## src/rtl/button_switch_conditioner.sv

```systemverilog
// Input conditioning for a bouncing pushbutton and 3-bit slide switch: synchronises both, debounces
// them with matched latency, and emits a one-cycle press pulse plus a clean switch value.
module button_switch_conditioner #(
  parameter int unsigned SYNC_STAGES     = 2,
  parameter int unsigned DEBOUNCE_CYCLES = 16
) (
  input  logic       clk,
  input  logic       rst_n,
  input  logic       button_raw,
  input  logic [2:0] switch_raw,
  output logic       button_pulse,
  output logic       button_level,
  output logic [2:0] switch_out
);

  localparam int unsigned CntW = $clog2(DEBOUNCE_CYCLES + 1);
  localparam logic [CntW-1:0] CntMax = CntW'(DEBOUNCE_CYCLES);
  localparam logic [CntW-1:0] CntOne = CntW'(1);

  if (SYNC_STAGES < 2) begin : g_bad_sync
    $error("SYNC_STAGES must be at least 2");
  end
  if (DEBOUNCE_CYCLES < 1) begin : g_bad_debounce
    $error("DEBOUNCE_CYCLES must be at least 1");
  end

  typedef enum logic [1:0] {
    StIdle,
    StPressWait,
    StPressed,
    StReleaseWait
  } btn_state_e;

  // Synchronisers: the raw pins land directly on the first flop of each chain.
  logic [SYNC_STAGES-1:0]      btn_sync_q;
  logic [SYNC_STAGES-1:0][2:0] sw_sync_q;
  logic                        btn_s;
  logic [2:0]                  sw_s;

  always_ff @(posedge clk or negedge rst_n) begin
    if (!rst_n) begin
      btn_sync_q <= '0;
      sw_sync_q  <= '0;
    end else begin
      btn_sync_q <= {btn_sync_q[SYNC_STAGES-2:0], button_raw};
      sw_sync_q  <= {sw_sync_q[SYNC_STAGES-2:0], switch_raw};
    end
  end

  assign btn_s = btn_sync_q[SYNC_STAGES-1];
  assign sw_s  = sw_sync_q[SYNC_STAGES-1];

  // Button debounce FSM
  btn_state_e      state_q;
  logic [CntW-1:0] cnt_q;
  logic [CntW-1:0] cnt_inc;
  logic            pulse_q;
  logic            level_q;

  always_comb begin
    cnt_inc = cnt_q;
    if (cnt_q != CntMax) begin
      cnt_inc = cnt_q + CntOne;
    end
  end

  always_ff @(posedge clk or negedge rst_n) begin
    if (!rst_n) begin
      state_q <= StIdle;
      cnt_q   <= '0;
      pulse_q <= 1'b0;
      level_q <= 1'b0;
    end else begin
      pulse_q <= 1'b0;
      unique case (state_q)
        StIdle: begin
          if (btn_s) begin
            cnt_q <= CntOne;
            if (DEBOUNCE_CYCLES == 1) begin
              state_q <= StPressed;
              pulse_q <= 1'b1;
              level_q <= 1'b1;
            end else begin
              state_q <= StPressWait;
            end
          end
        end
        StPressWait: begin
          if (!btn_s) begin
            state_q <= StIdle;
          end else begin
            cnt_q <= cnt_inc;
            if (cnt_inc == CntMax) begin
              state_q <= StPressed;
              pulse_q <= 1'b1;
              level_q <= 1'b1;
            end
          end
        end
        StPressed: begin
          if (!btn_s) begin
            cnt_q <= CntOne;
            if (DEBOUNCE_CYCLES == 1) begin
              state_q <= StIdle;
              level_q <= 1'b0;
            end else begin
              state_q <= StReleaseWait;
            end
          end
        end
        StReleaseWait: begin
          // A bounce back high resumes the held state without a second pulse.
          if (btn_s) begin
            state_q <= StPressed;
          end else begin
            cnt_q <= cnt_inc;
            if (cnt_inc == CntMax) begin
              state_q <= StIdle;
              level_q <= 1'b0;
            end
          end
        end
        default: begin
          state_q <= StIdle;
          level_q <= 1'b0;
        end
      endcase
    end
  end

  assign button_pulse = pulse_q;
  assign button_level = level_q;

  // Switch debounce: one candidate and counter for the whole vector, so switch_out only ever
  // takes a value that was stable on all bits at once.
  logic [2:0]      cand_q;
  logic [CntW-1:0] scnt_q;
  logic [2:0]      sw_out_q;

  always_ff @(posedge clk or negedge rst_n) begin
    if (!rst_n) begin
      cand_q   <= '0;
      scnt_q   <= CntMax;
      sw_out_q <= '0;
    end else if (sw_s != cand_q) begin
      cand_q <= sw_s;
      scnt_q <= CntOne;
      if (DEBOUNCE_CYCLES == 1) begin
        sw_out_q <= sw_s;
      end
    end else if (scnt_q != CntMax) begin
      scnt_q <= scnt_q + CntOne;
      if (scnt_q + CntOne == CntMax) begin
        sw_out_q <= cand_q;
      end
    end
  end

  assign switch_out = sw_out_q;

endmodule

```

## config.mk

```make
export PLATFORM = sky130hd
export DESIGN_NAME = button_switch_conditioner
export DESIGN_NICKNAME = d
export VERILOG_FILES = /design/src/rtl/button_switch_conditioner.sv
export SDC_FILE = /design/constraint.sdc
export NUM_CORES = 1
export LEC_CHECK = 0
export CAP_MARGIN = 25
export CORE_ASPECT_RATIO = 1.5
export CORE_UTILIZATION = 35
export DETAILED_ROUTE_END_ITERATION = 10
export SETUP_SLACK_MARGIN = 0.1
export SYNTH_ARGS = -nofsm -noshare
export SYNTH_HDL_FRONTEND = slang
export SYNTH_SLANG_ARGS = --single-unit
```

## constraint.sdc

```tcl
create_clock -name clk -period 2.3 [get_ports clk]
set_clock_uncertainty 0.1 [all_clocks]
set_input_delay 0.575 -clock clk [delete_from_list [all_inputs] [get_ports clk]]
set_output_delay 0.575 -clock clk [all_outputs]
set_load 0.1 [all_outputs]
```

==> After elaboration in Yosys (flattened, before gate mapping) <==
Cells that the tools add are included.
{ "word_totals": {"regBits": 28, "in_bits": 6, "out_inout_bits": 5} }
{ "classes": {"addsub": 2, "n_eq_ne": 16, "muxes": 23, "bitwise": 1, "n_reduce_logical": 7} }
{ "op_table": {"columns": ["op", "count"], "rows": [
  ["$mux W5", 7],
  ["$pmux W5 S4", 1],
  ["$mux W2", 6],
  ["$ne A2 B2 Y1 const B", 6],
  ["$add A5 B1 Y5 const B", 2],
  ["$eq A5 B5 Y1 const B", 2],
  ["$ne A5 B5 Y1 const B", 2],
  ["$pmux W2 S4", 1],
  ["$reduce_and A4 Y1", 2],
  ["$mux W1", 7],
  ["$ne A3 B3 Y1 const B", 2],
  ["$reduce_and A5 Y1", 1],
  ["$eq A2 B2 Y1 const B", 2],
  ["$reduce_bool A2 Y1", 2],
  ["$ne A3 B3 Y1", 1],
  ["$reduce_and A3 Y1", 1],
  ["$eq A2 B1 Y1 const B", 1],
  ["$logic_not A2 Y1", 1],
  ["$pmux W1 S2", 1],
  ["$not A1 Y1", 1]
]} }

==> Logic depth before layout (Yosys ltp) <==
Gate-level depths: netlist of the first run.
{ "logic_depth": {"ltp_word": 6, "depth_mapped": 7, "mapped_depth_nobuf": 7} }

==> Worst setup path before layout of the first run <==
OpenSTA, ideal clock, no wires.
{ "synth_path": {"path_type": "register to register", "startpoint": "register scnt_q[0]", "endpoint": "register sw_out_q[0] (netlist: switch_out[0])", "arrival_ns": 1.581, "path_slack_ns": 0.493, "stages_incl_launch_ff": 7, "path_buffers": 0, "period_less_slack_ns": 1.807, "cell_sequence": "dfrtp_1 inv_1 ha_1 nand2_1 nor3_1 nand4b_4 mux2_2"} }
{ "synth_via": {"elab_chain_len": 3, "elab_cells_between_ends": 4, "cone_classes": "1 x add/sub; 2 x eq/ne; 1 x reduce/logical"} }
{ "synth_rtl": {"columns": ["item", "line_no", "source"], "rows": [
  ["start: declaration", "137", "logic [CntW-1:0] scnt_q;"],
  ["start signal: assignment", "143", "scnt_q <= CntMax;"],
  ["start signal: assignment", "147", "scnt_q <= CntOne;"],
  ["start signal: assignment", "152", "scnt_q <= scnt_q + CntOne;"],
  ["$add A5 B1 Y5", "153", "if (scnt_q + CntOne == CntMax) begin"],
  ["$eq A5 B5 Y1", "153", null],
  ["$reduce_and A3 Y1 (no line) (*)", null, null],
  ["end signal: assignment", "149", "sw_out_q <= sw_s;"],
  ["end signal: assignment", "154", "sw_out_q <= cand_q;"],
  ["end: declaration", "138", "logic [2:0] sw_out_q;"]
]} }
Mark *: on every way between the ends. The rest lies on a longest branch, timed or not.
A chain may end at the register's enable or synchronous reset.

==> Worst setup path after layout of the first run <==
{ "layout_path": {"startpoint": "register cnt_q[0]", "endpoint": "register level_q (netlist: button_level)"} }
{ "layout_via": {"elab_chain_len": 5, "elab_cells_between_ends": 7, "cone_classes": "1 x add/sub; 4 x eq/ne; 1 x mux; 1 x reduce/logical"} }
{ "layout_rtl": {"columns": ["item", "line_no", "source"], "rows": [
  ["start: declaration", "55", "logic [CntW-1:0] cnt_q;"],
  ["start signal: assignment", "78", "cnt_q <= CntOne;"],
  ["start signal: assignment", "92", "cnt_q <= cnt_inc;"],
  ["start signal: assignment", "102", "cnt_q <= CntOne;"],
  ["$add A5 B1 Y5 / $ne A5 B5 Y1 (equally long branches)", "63, 62", null],
  ["$mux W5 (*)", "62", "if (cnt_q != CntMax) begin"],
  ["$eq A5 B5 Y1 (*)", "93, 117", null],
  ["$ne A2 B2 Y1 (no line)", null, null],
  ["$reduce_and A5 Y1 (no line) (*)", null, null],
  ["end signal: assignment", "96", "level_q <= 1'b1;"],
  ["end signal: assignment", "119", "level_q <= 1'b0;"],
  ["end signal: assignment", "125", "level_q <= 1'b0;"],
  ["end: declaration", "58", "logic level_q;"]
]} }
Marks and branches as above.

==> results of run 1 <==
logic make-up (layout without fill, tap and decap cells):
kind of cell	after synthesis	count (layout)	synth area share, %
AO/OA/AOI/OAI	12	12	7.05
XOR/XNOR	10	10	6.95
adder cells (fa/ha/maj)	5	5	4.97
buffers and inverters	11	25	3.28
flip-flops	28	28	55.7
multiplexers	7	7	5.96
AND/OR/NAND/NOR	32	32	16.1
power by group:
part           total, mW  internal [mW]  switching [mW]  leakage, nW
clock network      0.379          0.233           0.146       0.0357
registers          0.572          0.527          0.0454        0.344
logic              0.173         0.0839          0.0892        0.325
total               1.12          0.844           0.280        0.705
registers in the layout (all words and copies together), names as in the netlist, named ones only:
name          flops
button_level      1
cnt_q             5
btn_sync_q        2
sw_s              3
scnt_q            5
state_q           1
sw_sync_q         3
switch_out        3
button_pulse      1
cand_q            3
worst max-delay path: stages, from the launching register on:
cell	delay, ns
dfrtp_1	0.44
inv_1	0.09
ha_1	0.24
a311o_2	0.38
a31oi_1	0.26
and2_4	0.20
o221ai_2	0.10
Yosys cell counts (all sizes together):
library cell / n / area share, %
dfrtp: 27 / 54
inv: 8 / 2.4
nor2: 8 / 3.0
xnor2: 7 / 4.9
nand2: 6 / 1.8
nand3: 6 / 2.8
ha: 5 / 5.0
mux2: 4 / 3.6
o21ai: 4 / 1.6
clkbuf: 3 / 0.89
mux2i: 3 / 2.4
nor3: 3 / 1.2
xor2: 3 / 2.1
a31oi: 2 / 0.99
or2b: 2 / 1.3
a21oi: 1 / 0.40
a311o: 1 / 0.89
a31o: 1 / 0.70
a32o: 1 / 0.79
and2: 1 / 0.70
and3: 1 / 0.50
and4bb: 1 / 1.3
dfstp: 1 / 2.1
nand2b: 1 / 0.50
nand4: 1 / 0.50
nand4b: 1 / 1.9
o221ai: 1 / 1.2
o22ai: 1 / 0.50
or3b: 1 / 0.70
metal layers:
layer	global-route usage [%]	up-vias	part of all wire, %
met2	19.9	15	51
li1	-	382	-
met1	14.3	398	44
met5	0	-	0
met4	6.17	0	2.3
met3	2.99	6	2.6
stage by stage:
stage                     hold WS, ns  setup WS [ns]  utilization [%]  power, mW
final                           0.257          0.365             43.4       1.12
after global routing            0.266          0.278             43.4       1.19
after CTS                       0.260          0.392             43.4       1.14
after detailed placement        0.237          0.406             41.3      0.753
after global placement          0.234          0.484             41.3      0.745
after floorplan                 0.179          0.493                -      0.695
final cells by class:
cell class	instances	share of cell area, %
Sequential cell	28	47.3
Multi-Input combinational cell	66	34.9
Timing Repair Buffer	13	7.43
Tap cell	42	3.54
Clock buffer	3	2.78
Clock inverter	1	2.03
Inverter	8	2.03
path summary, 6_finish.rpt:
kind	endpoint	startpoint	slack, ns
max reg2reg	button_level$_DFFE_PN0P_	cnt_q[0]$_DFFE_PN0P_	0.37
min in group asynchronous	button_pulse$_DFF_PN0_	rst_n	0.57
min reg2reg	sw_s[1]$_DFF_PN0_	sw_sync_q[1]$_DFF_PN0_	0.26
min	sw_s[1]$_DFF_PN0_	sw_sync_q[1]$_DFF_PN0_	0.26
max	button_level$_DFFE_PN0P_	cnt_q[0]$_DFFE_PN0P_	0.37
max in group asynchronous	scnt_q[4]$_DFFE_PN1P_	rst_n	1.22
==> results.json, run 1 <==
{
  "syn_inst": 105,
  "num_rows": 26,
  "area_delta_synth_final_pct": 17.7,
  "die-width_um": 51.0,
  "crit_fanout": 6,
  "grt_setup_unrepaired": "false",
  "tightest_slew_ns": 0.348,
  "cts_max_path_buffers": 2,
  "n_fill_cell": 319,
  "io_buffers": 10,
  "syn-num-nets": 116,
  "drive_gt1_share_pct": 21.8,
  "drt_iter0_markers": 15,
  "arrival_ns": 1.98,
  "cts_resized": 0,
  "grt_pass1_vias": 760,
  "power.leakage_nw": 0.705,
  "antenna_cells": 0,
  "ir_drop_uv": 414,
  "fin_crit_sh_pct": 84.1,
  "hp-class": "reg -> reg",
  "stdcell_area_um2": 1480,
  "status": "completed",
  "cts.sinks": 28,
  "viasPerCell": 4.98,
  "die_h_um": 75.5,
  "drtPass1Iterations": 4,
  "finalHoldViolCount": 0,
  "r2r_cells": 6,
  "setup-tns-final_ns": 0,
  "cts_tree": "yes",
  "wl_per_cell_um": 12.9,
  "netlist_area_um2": 1260,
  "drv_cap": 0,
  "start_util_pct": 36.9,
  "post_cts_buffers": 0,
  "dp.cells": 157,
  "gp_congestion": 0.802,
  "relSlewSlack_pct": 76.8,
  "cts_buffers": 3,
  "hold_depth": 0,
  "synth-seq-cells": 28,
  "yosysSeqAreaShare_pct": 55.7,
  "grt-ovfl-total": 0,
  "syn-mean-instance-area_um2": 12.0,
  "boundaryPins": 11,
  "cp-start-kind": "flip-flop",
  "multiInputGateArea_um2": 517,
  "cts_hold_buffers": 0,
  "final-seq-area_um2": 702,
  "yosys_warnings": 0,
  "dieArea_um2": 3850,
  "max_freq_ghz": 0.517,
  "setup_violations": 0,
  "hpwl_mm": 1.50,
  "grt_usage_pct": 12.0,
  "grt_pass1_wl_mm": 3.39,
  "final_nets": 131,
  "timing_worst_setup_path_type": "reg -> reg",
  "fin_cells": 161,
  "cp.required_ns": 2.34,
  "drtAntennaViolNets": 0,
  "wl_mm": 2.08,
  "grt_max_degree": 29,
  "mostFrequentLayoutCell": "dfrtp_1",
  "core-area_um2": 3420,
  "yosysUniqueCellTypes": 33,
  "clock_latency_ns": 0.27,
  "powerDensity_nw_per_um2": 758,
  "path_clk_slew_ns": 0.09,
  "cts_htree_levels": 1,
  "final_max_slew_viol_count": 0,
  "drc": 0,
  "placed_area_um2": 1410,
  "end_kind": "flip-flop",
  "final_cell_mix": "dfrtp_1 (27), inv_1 (8), buf_4 (8)",
  "cts_root_buf": "clkbuf_8",
  "final.min_clock_period_ns": 1.93,
  "num_vias": 801,
  "antenna_found_initial": 0
}
Note: power is estimated with default switching activity, not from simulation.
==> inputs of run 2 (changes only) <==
clock period = 1.57 ns   (was 2.3 ns; I/O delays follow)
==> run 2 against run 1 <==
First-iteration DRC count fell by 13%. Sequential power rose by 43%. Via count rose by 10%. Final cell count rose by 13%. Sequential cell count did not move. Critical path depth rose by 1. Worst hold slack got worse by 0.0025 ns. Clock power rose by 49%. Clock-buffer cell count did not move. Design area rose by 24%. The run now ends with negative setup slack left. Maximum frequency rose by 7.6%. Sequential share of layout area fell by 9.0 points. Highest routed layer unchanged. Largest cell class unchanged. Critical endpoint unchanged.
==> results.json, run 2 (synthesized netlist as in run 1, its figures left out) <==
{
  "fin_hold_ws_ns": 0.254,
  "dp.cells": 173,
  "grt_pass1_vias": 949,
  "dpl_worst_slack_ns": -0.255,
  "clock_latency_ns": 0.27,
  "violations": "negative setup slack",
  "mostFrequentLayoutCell": "dfrtp_1",
  "grt_max_degree": 29,
  "grt_setup_unrepaired": "true",
  "r2r_cells": 7,
  "cts_hold_buffers": 0,
  "gp_congestion": 0.859,
  "status": "finished, violations left",
  "grt_usage_pct": 14.7,
  "num_rows": 26,
  "cts_root_buf": "clkbuf_8",
  "top_layer": "met4",
  "arrival_ns": 1.85,
  "fin_crit_sh_pct": 115,
  "wl_per_cell_um": 14.1,
  "final.min_clock_period_ns": 1.80,
  "core-area_um2": 3420,
  "cp.required_ns": 1.63,
  "drv_cap": 0,
  "tightest_slew_ns": 0.282,
  "hpwl_mm": 1.84,
  "hold_depth": 0,
  "grt_pass1_wl_mm": 4.10,
  "cts_tree": "yes",
  "final_nets": 152,
  "crit_fanout": 3,
  "die-width_um": 51.0,
  "die_h_um": 75.5,
  "boundaryPins": 11,
  "cts_buffers": 3,
  "finalHoldViolCount": 0,
  "dieArea_um2": 3850,
  "drt_iter0_markers": 13,
  "cts.sinks": 28,
  "hp-class": "reg -> reg",
  "cts_max_path_buffers": 2,
  "cts_htree_levels": 1,
  "hold_end": "sw_s[1]$_DFF_PN0_",
  "reg_top3": "cnt_q (5), scnt_q (5)",
  "reg2reg_slack_ns": -0.23,
  "dr_wl_met2_mm": 1.50,
  "setup_violations": 7,
  "viasPerCell": 4.86,
  "path_clk_slew_ns": 0.09,
  "num_vias": 885,
  "drtAntennaViolNets": 0,
  "drc": 0,
  "power.leakage_nw": 0.828,
  "met1Wirelength_um": 972,
  "antenna_cells": 0,
  "start_util_pct": 36.9,
  "stdcell_area_um2": 1840,
  "cp-start-kind": "flip-flop",
  "ir_drop_uv": 640,
  "area_delta_synth_final_pct": 45.8,
  "wl_met3_um": 44,
  "io_buffers": 10,
  "antenna_found_initial": 0,
  "powerDensity_nw_per_um2": 1010,
  "setup-tns-final_ns": -0.987,
  "final_cell_mix": "dfrtp_1 (25), buf_4 (22), xnor2_1 (7)",
  "placed_area_um2": 1680,
  "timing_worst_setup_path_type": "reg -> reg",
  "final_max_slew_viol_count": 0,
  "drive_gt1_share_pct": 47.1,
  "wl_mm": 2.57,
  "timing.rr.end": "button_level$_DFFE_PN0P_",
  "grt-ovfl-total": 0,
  "fin_ws_ns": -0.228,
  "max_freq_ghz": 0.556,
  "relSlewSlack_pct": 81.2,
  "holdCritStartpoint": "sw_sync_q[1]$_DFF_PN0_",
  "reg2reg_from": "cnt_q[0]$_DFFE_PN0P_",
  "fin_cells": 182,
  "end_kind": "flip-flop",
  "drtPass1Iterations": 4
}
-- run 2: cell types whose count changed in the layout (fill, tap and decap cells not counted), moves of 2 or more --
cell | previous run | this run
dfrtp_2 | 0 | 2
buf_4 | 8 | 22
ha_1 | 5 | 1
inv_2 | 0 | 4
inv_1 | 8 | 4
ha_4 | 0 | 3
dfrtp_1 | 27 | 25
buf_12 | 0 | 6
-- run 2: worst max-delay path, stage by stage (launching register included) --
cell      delay, ns
dfrtp_1        0.42
inv_2          0.10
ha_4           0.15
and4bb_4       0.26
mux2i_1        0.21
and3_4         0.21
and2_4         0.15
o221ai_2       0.09
-- run 2: worst max-delay path by stage --
stage | start | end | slack, ns
after detailed placement | cnt_q[0]$_DFFE_PN0P_ | button_level$_DFFE_PN0P_ | -0.26
after CTS | cnt_q[1]$_DFFE_PN0P_ | button_level$_DFFE_PN0P_ | -0.18
after global routing | cnt_q[0]$_DFFE_PN0P_ | button_level$_DFFE_PN0P_ | -0.31
final | cnt_q[0]$_DFFE_PN0P_ | button_level$_DFFE_PN0P_ | -0.23
after global placement | cnt_q[0]$_DFFE_PN0P_ | button_level$_DFFE_PN0P_ | -0.16
after floorplan | cnt_q[0]$_DFFE_PN0P_ | button_level$_DFFE_PN0P_ | -0.17
-- run 2: layer usage --
layer / GRT usage, % / up-vias
met5: 0 / -
met4: 8.95 / 0
met3: 2.00 / 6
met2: 27.2 / 12
met1: 15.6 / 443
li1: - / 424
-- run 2: cell type report --
type / count / area [µm²]
Fill cell: 295 / 1580
Inverter: 8 / 30.0
Multi-Input combinational cell: 66 / 632
Clock inverter: 1 / 30.0
Timing Repair Buffer: 34 / 347
Sequential cell: 28 / 704
Clock buffer: 3 / 41.3
Tap cell: 42 / 52.6
-- run 2: repair_timing --
item,CTS,global route
endpoints found under the setup margin,12,12
resized for setup,9,5
buffers inserted,3,2
cloned,0,0
endpoints found under the hold margin,0,0
pin swaps,1,4
-- run 2: power by group --
group | total [mW] | internal [mW] | leakage (nW) | switching [mW]
Sequential | 0.820 | 0.773 | 0.342 | 0.0465
Combinational | 0.479 | 0.260 | 0.450 | 0.219
Clock | 0.564 | 0.341 | 0.0357 | 0.223
Total | 1.86 | 1.37 | 0.828 | 0.488
-- run 2: per-stage QoR --
stage | utilization [%] | power [mW]
finish | 53.8 | 1.86
global route | 53.8 | 1.96
CTS | 52.7 | 1.86
detailed placement | 49.1 | 1.24
global placement | 49.1 | 1.22
floorplan | - | 1.06
==> inputs of run 3 (changes only) <==
CORE_MARGIN = 2   (was unset)
==> run 3 against run 2 <==
The run still ends with negative setup slack left. Register-to-register slack better by 0.05 ns. Routed wire length shrank 2.6%. Sequential power hardly changed. Global-route usage fell by 0.48 points. Clock power is 1% lower. Combinational power decreased by 3%. Design area shrank 1.2%. Setup slack better by 0.054 ns. Final cell count grew 1.1%. Sequential cell count did not move. Worst hold slack better by 0.0077 ns. Via count grew 0.56%. Critical endpoint unchanged.
==> results.json, run 3 (synthesized netlist as in run 1, its figures left out) <==
{
  "area_delta_synth_final_pct": 44.1,
  "crit_chain": "ha_1 -> a311o_2 -> a31oi_4 -> and2_4 -> o221ai_2",
  "n_fill_cell": 287,
  "cts_tree": "yes",
  "cts_root_buf": "clkbuf_8",
  "violations": "negative setup slack",
  "max_freq_ghz": 0.574,
  "mostFrequentLayoutCell": "dfrtp_1",
  "crit_buf_inv": 0,
  "cpPeakStageDelay_ns": 0.41,
  "drtAntennaViolNets": 0,
  "finalHoldViolCount": 0,
  "final_nets": 154,
  "boundaryPins": 11,
  "path_clk_slew_ns": 0.09,
  "drtPass1Iterations": 4,
  "cp.required_ns": 1.62,
  "grt_pass1_wl_mm": 4.27,
  "dp.cells": 175,
  "crit_fanout": 5,
  "gp_congestion": 0.906,
  "ir_drop_uv": 746,
  "core-area_um2": 3420,
  "drive_gt1_share_pct": 43.7,
  "fin_cells": 184,
  "dieArea_um2": 4110,
  "antenna_found_initial": 0,
  "final_cell_mix": "dfrtp_1 (26), buf_4 (25), xnor2_1 (7)",
  "final_max_slew_viol_count": 0,
  "holdCritStartpoint": "sw_sync_q[2]$_DFF_PN0_",
  "antenna_cells": 0,
  "start_util_pct": 36.9,
  "arrival_ns": 1.79,
  "cts_max_path_buffers": 2,
  "setup_violations": 7,
  "cp_top_family": "compound AO/OA/AOI/OAI gates",
  "reg2reg_from": "cnt_q[0]$_DFFE_PN0P_",
  "hp-class": "reg -> reg",
  "grt_pass1_vias": 970,
  "die-width_um": 53.0,
  "cp-start-kind": "flip-flop",
  "drc": 0,
  "dpl_worst_slack_ns": -0.220,
  "num_rows": 26,
  "wl_mm": 2.51,
  "powerDensity_nw_per_um2": 1010,
  "grt_usage_pct": 14.2,
  "end_kind": "flip-flop",
  "die_h_um": 77.5,
  "cts.sinks": 28,
  "final.min_clock_period_ns": 1.74,
  "grt_max_degree": 17,
  "hpwl_mm": 1.88,
  "cts_htree_levels": 1,
  "status": "finished, violations left",
  "stdcell_area_um2": 1820,
  "placed_area_um2": 1680,
  "power.leakage_nw": 0.839,
  "fin_ws_ns": -0.173,
  "fin_crit_sh_pct": 111,
  "viasPerCell": 4.84,
  "clock_latency_ns": 0.27,
  "slowest_stage": "dfrtp_1",
  "wl_per_cell_um": 13.6,
  "relSlewSlack_pct": 81.4,
  "drv_cap": 0,
  "tightest_slew_ns": 0.280,
  "grt_setup_unrepaired": "true",
  "io_buffers": 10,
  "grt-ovfl-total": 0,
  "num_vias": 890,
  "drt_iter0_markers": 11,
  "reg_top3": "cnt_q (5), scnt_q (5)",
  "timing_worst_setup_path_type": "reg -> reg",
  "crit_start": "cnt_q[0]$_DFFE_PN0P_",
  "cts_buffers": 3
}
-- run 3: cell type report --
cell class | count | area (µm²) | share of cell area (%)
clock buffers | 3 | 41.3 | 2.27
clock inverters | 1 | 30.0 | 1.65
inverters | 8 | 30.0 | 1.65
multi-input cells | 66 | 609 | 33.6
flip-flops and latches | 28 | 703 | 38.7
well taps | 42 | 52.6 | 2.89
repair buffers | 36 | 349 | 19.2
-- run 3: through the flow --
| stage | util (%) | hold WS (ns) | setup TNS, ns | power (mW) |
|---|---|---|---|---|
| after detailed placement | 49.2 | 0.240 | -0.905 | 1.24 |
| after CTS | 53.1 | 0.261 | -0.759 | 1.84 |
| final | 53.2 | 0.262 | -0.661 | 1.84 |
| after floorplan | - | -0.00309 | -0.626 | 1.06 |
| after global placement | 49.2 | 0.232 | -0.620 | 1.22 |
| after global routing | 53.2 | 0.266 | -1.17 | 1.93 |
-- run 3: what timing repair did --
| item | in CTS | in global routing |
|---|---|---|
| pin swaps | 1 | 3 |
| setup buffers | 5 | 0 |
| hold buffers | 0 | 0 |
| resized for setup | 6 | 1 |
| endpoints found under the hold margin | 0 | 0 |
| setup endpoints to repair | 10 | 11 |
-- run 3: final timing paths --
path,to,slack (ns),cells after the start
max in group asynchronous,scnt_q[4]$_DFFE_PN1P_,0.80,2
min in group asynchronous,sw_sync_q[2]$_DFF_PN0_,0.34,2
min,sw_s[2]$_DFF_PN0_,0.26,0
min reg2reg,sw_s[2]$_DFF_PN0_,0.26,0
max,button_level$_DFFE_PN0P_,-0.17,5
max reg2reg,button_level$_DFFE_PN0P_,-0.17,5
-- run 3: where the power goes --
group | switching (mW) | internal [mW]
Sequential | 0.0448 | 0.773
Clock | 0.216 | 0.341
Combinational | 0.212 | 0.255
Total | 0.473 | 1.37
-- run 3: routing by layer --
layer / wire [µm] / global-route usage (%) / vias up
met4: 89 / 7.69 / 0
met2: 1380 / 23.4 / 19
met1: 982 / 16.9 / 432
met5: 0 / 0 / -
met3: 60 / 2.69 / 10
li1: - / - / 429
